<file path="src/rtl/imem_loader.sv">
// Byte-stream instruction memory loader: length-prefixed, XOR-checksummed image,
// little-endian 32-bit words written at byte addresses; core held in reset until a clean load.
module imem_loader #(
  parameter int unsigned MAX_WORDS = 32,
  parameter int unsigned ADDR_W    = 32
) (
  input  logic              clk,
  input  logic              rst_n,
  input  logic              start,
  input  logic              byte_valid,
  input  logic [7:0]        byte_data,
  output logic              byte_ready,
  output logic              mem_we,
  output logic [ADDR_W-1:0] mem_addr,
  output logic [31:0]       mem_wdata,
  output logic              busy,
  output logic              done,
  output logic              error,
  output logic              cpu_rst_n
);

  localparam int unsigned IW = $clog2(MAX_WORDS) + 1;

  typedef enum logic [2:0] {IDLE, LEN0, LEN1, DATA, CSUM, DONE, ERROR} state_t;

  state_t            state_q, state_d;
  logic [15:0]       len_q, len_d;
  logic [1:0]        cnt_q, cnt_d;
  logic [IW-1:0]     widx_q, widx_d;
  logic [7:0]        csum_q, csum_d;
  logic [23:0]       asm_q, asm_d;
  logic              we_q, we_d;
  logic [ADDR_W-1:0] addr_q, addr_d;
  logic [31:0]       wdata_q, wdata_d;

  logic        accept;
  logic [15:0] len_full;
  logic        last_word;

  assign byte_ready = (state_q == LEN0) || (state_q == LEN1) ||
                      (state_q == DATA) || (state_q == CSUM);
  assign busy       = byte_ready;
  assign done       = (state_q == DONE);
  assign error      = (state_q == ERROR);
  assign cpu_rst_n  = (state_q == DONE);
  assign mem_we     = we_q;
  assign mem_addr   = addr_q;
  assign mem_wdata  = wdata_q;

  assign accept    = byte_valid && byte_ready;
  assign len_full  = {byte_data, len_q[7:0]};
  assign last_word = ((16'(widx_q) + 16'd1) == len_q);

  always_comb begin
    state_d = state_q;
    len_d   = len_q;
    cnt_d   = cnt_q;
    widx_d  = widx_q;
    csum_d  = csum_q;
    asm_d   = asm_q;
    we_d    = 1'b0;
    addr_d  = addr_q;
    wdata_d = wdata_q;
    unique case (state_q)
      IDLE, DONE, ERROR: begin
        if (start) begin
          state_d = LEN0;
          len_d   = '0;
          cnt_d   = '0;
          widx_d  = '0;
          csum_d  = '0;
        end
      end
      LEN0: begin
        if (accept) begin
          len_d[7:0] = byte_data;
          state_d    = LEN1;
        end
      end
      LEN1: begin
        if (accept) begin
          len_d[15:8] = byte_data;
          if ((len_full == '0) || (32'(len_full) > MAX_WORDS)) state_d = ERROR;
          else                                                 state_d = DATA;
        end
      end
      DATA: begin
        if (accept) begin
          csum_d = csum_q ^ byte_data;
          cnt_d  = cnt_q + 2'd1;
          unique case (cnt_q)
            2'd0: asm_d[7:0]   = byte_data;
            2'd1: asm_d[15:8]  = byte_data;
            2'd2: asm_d[23:16] = byte_data;
            default: begin
              // Strobe is registered, so the write lands one clock after lane 3.
              we_d    = 1'b1;
              addr_d  = ADDR_W'(widx_q) << 2;
              wdata_d = {byte_data, asm_q};
              widx_d  = widx_q + IW'(1);
              if (last_word) state_d = CSUM;
            end
          endcase
        end
      end
      CSUM: begin
        if (accept) state_d = (byte_data == csum_q) ? DONE : ERROR;
      end
      default: state_d = IDLE;
    endcase
  end

  always_ff @(posedge clk or negedge rst_n) begin
    if (!rst_n) begin
      state_q <= IDLE;
      len_q   <= '0;
      cnt_q   <= '0;
      widx_q  <= '0;
      csum_q  <= '0;
      asm_q   <= '0;
      we_q    <= 1'b0;
      addr_q  <= '0;
      wdata_q <= '0;
    end else begin
      state_q <= state_d;
      len_q   <= len_d;
      cnt_q   <= cnt_d;
      widx_q  <= widx_d;
      csum_q  <= csum_d;
      asm_q   <= asm_d;
      we_q    <= we_d;
      addr_q  <= addr_d;
      wdata_q <= wdata_d;
    end
  end

endmodule

</file>
<file path="config.mk">
export PLATFORM = sky130hd
export DESIGN_NAME = imem_loader
export DESIGN_NICKNAME = d
export VERILOG_FILES = /design/src/rtl/imem_loader.sv
export SDC_FILE = /design/constraint.sdc
export NUM_CORES = 1
export LEC_CHECK = 0
export ABC_CLOCK_PERIOD_IN_PS = 5000
export CAP_MARGIN = 20
export CORE_AREA = 2 2 111 113
export CTS_BUF_LIST = sky130_fd_sc_hd__clkbuf_16
export CTS_CLUSTER_DIAMETER = 80
export DETAILED_ROUTE_END_ITERATION = 12
export DIE_AREA = 0 0 113 115
export GPL_TIMING_DRIVEN = 0
export PLACE_DENSITY = 0.65
export SLEW_MARGIN = 20
export SYNTH_ARGS = -nofsm -noshare
export SYNTH_HDL_FRONTEND = slang
export SYNTH_SLANG_ARGS = --single-unit
</file>
<file path="constraint.sdc">
create_clock -name clk -period 5 [get_ports clk]
set_input_delay 1.5 -clock clk [delete_from_list [all_inputs] [get_ports clk]]
set_output_delay 1.5 -clock clk [all_outputs]
set_load 0.01 [all_outputs]
</file>
==> impl_metrics.ini <==
[clocking]
cts.repair.resized = 0
clock_sinks = 98
path_clk_slew_ns = 0.07
clock_latency_ns = 0.34
cts_root_buf = clkbuf_16
cts_max_path_buffers = 2
h-tree-depth = 3
postCtsSetupBuffers = 0
cts_tree = done
holdBufCountCts = 0
cts_buffers = 9

[floorplan]
die_w_um = 113
initial_core_util_pct = 38.8
die_height_um = 115
coreArea_sq_um = 11800
dieArea_sq_um = 13000
ios = 82
placementRows = 40

[sta]
grt_setup_unrepaired = false
maxSlewViolCount = 0
layout_setup_ws_ns = 1.37
clock.fmax_mhz = 276
worst_pin_slew_ns = 0.622
clock_skew_ns = 0.00608
finalCriticalPeriod_ns = 3.63
hold_viol = 0
setup_violations = 0
relSlewSlack_pct = 58.5
fin_crit_sh_pct = 72.5

[global_routing]
grt_usage_pct = 15.4
grt_pass1_vias = 3167
antenna_found_initial = 0
grt_start_max_net_pins = 58
grt_overflow = 0
grt_pass1_wl_um = 15900

[power]
clkPwrFrac_pct = 22.7
switching_share_pct = 32.9
powerDensity_nw_per_um2 = 570
cellLeakagePower_uw = 0.00267
p_switching_uw = 1070
pwr-share-seq_pct = 40.1
ir_drop_v = 0.000222
p_comb_share_pct = 37.2
internal_power_uw = 2180

[drt]
wl_um = 9740
wl_met2_um = 4840
top_layer_used = met4
met1_length_um = 4310
drt_pass1_iterations = 8
drtIter0Drc = 177
num_vias = 3266
via_per_inst = 5.07
wl_per_cell_um = 15.1
met3_length_um = 436
post-route-drc-count = 2
antenna_left = 0

[setup_path]
crit_required_ns = 3.50
ff2ff_setup_slack_ns = 2.74
crit_fanout = 10
timing_worst_setup_path_type = flop to output pin
start_kind = flop
worst_setup_path_end_kind = output pin
crit_arrival_ns = 2.13

[finish]
n_fill_cell = 1104
fin_cells = 644
fin_nets = 510
syn2layout_area_growth_pct = 24.2
antennaDiodeCount = 0
drive_gt1_share_pct = 23.7

[synthesis]
synth_area_leader_cell = dfrtp_1
ys_async_sr_fraction_pct = 100
yosysSeqAreaShare_pct = 53.5
ys_types = 46
synth_area_leaders = dfrtp_1 (53%), mux2_2 (14%), buf_4 (4.7%), o21ai_0 (4.1%), nand2_1 (2.7%)
ys.flop_type = dfrtp_1
ys_ff_latch = 98
synth_edf_count = 0
syn_inst = 407
yosys.area.top_type_share_pct = 53.5
synth_area_sq_um = 4590
yosys_warnings = 0
syn_avg_cell_area_sq_um = 11.3

[placed_design]
io_buffers = 49
numPlacedInstances = 629
place_ws_ns = 1.48
gp_congestion = 0.816
hpwlAfterDp_um = 6660

[worst_hold_path]
min_path_type = flop to flop

[outcome]
violations = DRC
status = finished with violations

[flow_run]
maxCapViolCount = 0
==> state kept, by name, summed over array words and instances, names as in the netlist <==
| name | count |
|---|---|
| mem_we | 1 |
| widx_q | 6 |
| mem_wdata | 32 |
| csum_q | 8 |
| state_q | 3 |
| mem_addr | 6 |
| cnt_q | 2 |
| len_q | 16 |
| asm_q | 24 |
==> placed cells by master (no fill, tap or decap), types with 3 or more instances in the layout <==
master,Yosys,layout
a21oi_1,6,6
conb_1,1,26
mux2_2,55,55
o21ai_1,4,4
o21ai_0,38,38
dfrtp_1,98,98
xnor2_1,10,10
nand2_1,33,33
clkdlybuf4s50_1,0,48
nand4_1,3,3
ha_1,5,5
inv_1,17,17
clkbuf_1,6,6
a22o_1,14,14
clkbuf_16,0,9
nor2_1,18,18
nand3_1,12,12
buf_2,9,9
nor4_1,4,4
xor2_1,3,3
nor2b_1,6,6
buf_6,2,3
buf_4,29,29
==> area by class of cell <==
class | instances | area (sq um) | share of cell area (%)
Buffer | 46 | 308 | 5.40
Clock buffer | 9 | 225 | 3.95
Clock inverter | 6 | 90.1 | 1.58
Inverter | 17 | 63.8 | 1.12
Multi-Input combinational cell | 271 | 1860 | 32.6
Sequential cell | 98 | 2450 | 43.0
Tap cell | 147 | 184 | 3.23
Timing Repair Buffer | 50 | 519 | 9.11
==> per-layer routing <==
metal	global-route usage [%]	vias to the layer above
met5	0	-
met2	25.9	80
li1	-	1546
met4	5.45	0
met3	3.06	16
met1	20.0	1624
==> cell usage after synthesis (all sizes together) (2+ instances only) <==
library cell	number
a211oi	2
clkbuf	6
buf	40
nand4	3
and2	2
and3	2
a21oi	6
nor2b	6
o22a	2
nand2b	2
nand3	12
or4	2
xor2	3
mux2	55
o21ai	42
a211o	2
a21o	2
dfrtp	98
inv	17
a22o	14
nand2	33
nor2	19
xnor2	10
nor4	4
or2	2
ha	5
nor3	3
==> stage by stage <==
stage	hold WS [ns]	setup TNS (ns)	area (sq um)	power, uW	util [%]
finish	0.476	0	5700	3250	48.3
global route	0.515	0	5700	3460	48.3
CTS	0.485	0	5700	3270	48.3
detailed placement	0.470	0	5380	2520	45.6
global placement	0.458	-113.44	5360	2470	45.3
floorplan	0.446	0	4680	2040	-
==> worst max-delay path, stage by stage, from the launching register on <==
cell and delay [ns]:
dfrtp_1 0.42, clkbuf_1 0.33, nor2_1 0.14, xnor2_1 0.23, buf_4 0.14, clkdlybuf4s50_1 0.52
==> path summary, 6_finish.rpt <==
check,startpoint,end,cells past startpoint
worst max-delay path,state_q[1]$_DFFE_PN0P_,byte_ready,5
worst min-delay path,mem_addr[5]$_DFFE_PN0P_,mem_addr[5]$_DFFE_PN0P_,2
worst max register to register,widx_q[0]$_DFFE_PN0P_,state_q[1]$_DFFE_PN0P_,7
worst min register to register,mem_addr[5]$_DFFE_PN0P_,mem_addr[5]$_DFFE_PN0P_,2
max in group asynchronous,rst_n,widx_q[0]$_DFFE_PN0P_,2
min in group asynchronous,rst_n,asm_q[0]$_DFFE_PN0P_,1
==> power by group through the flow <==
stage | Clock [uW] | Sequential, uW | Combinational, uW
after floorplan | 0 | 1310 | 730
after global placement | 0 | 1300 | 1180
after detailed placement | 0 | 1310 | 1210
after CTS | 749 | 1300 | 1220
after global routing | 779 | 1350 | 1340
final | 737 | 1300 | 1210
==> logic make-up (layout without fill, tap and decap cells) <==
| logic type | after synthesis | after routing | share of synthesized area (%) |
|---|---|---|---|
| fa+ha+maj | 5 | 5 | 1.36 |
| flops | 98 | 98 | 53.5 |
| compound gates | 80 | 80 | 11.3 |
| xor+xnor | 13 | 13 | 2.48 |
| other cells | 1 | 26 | 0.0818 |
| mux | 56 | 56 | 13.7 |
| buf+inv | 63 | 128 | 8.10 |
| simple gates | 91 | 91 | 9.49 |
(Power assumes the default switching activity.)
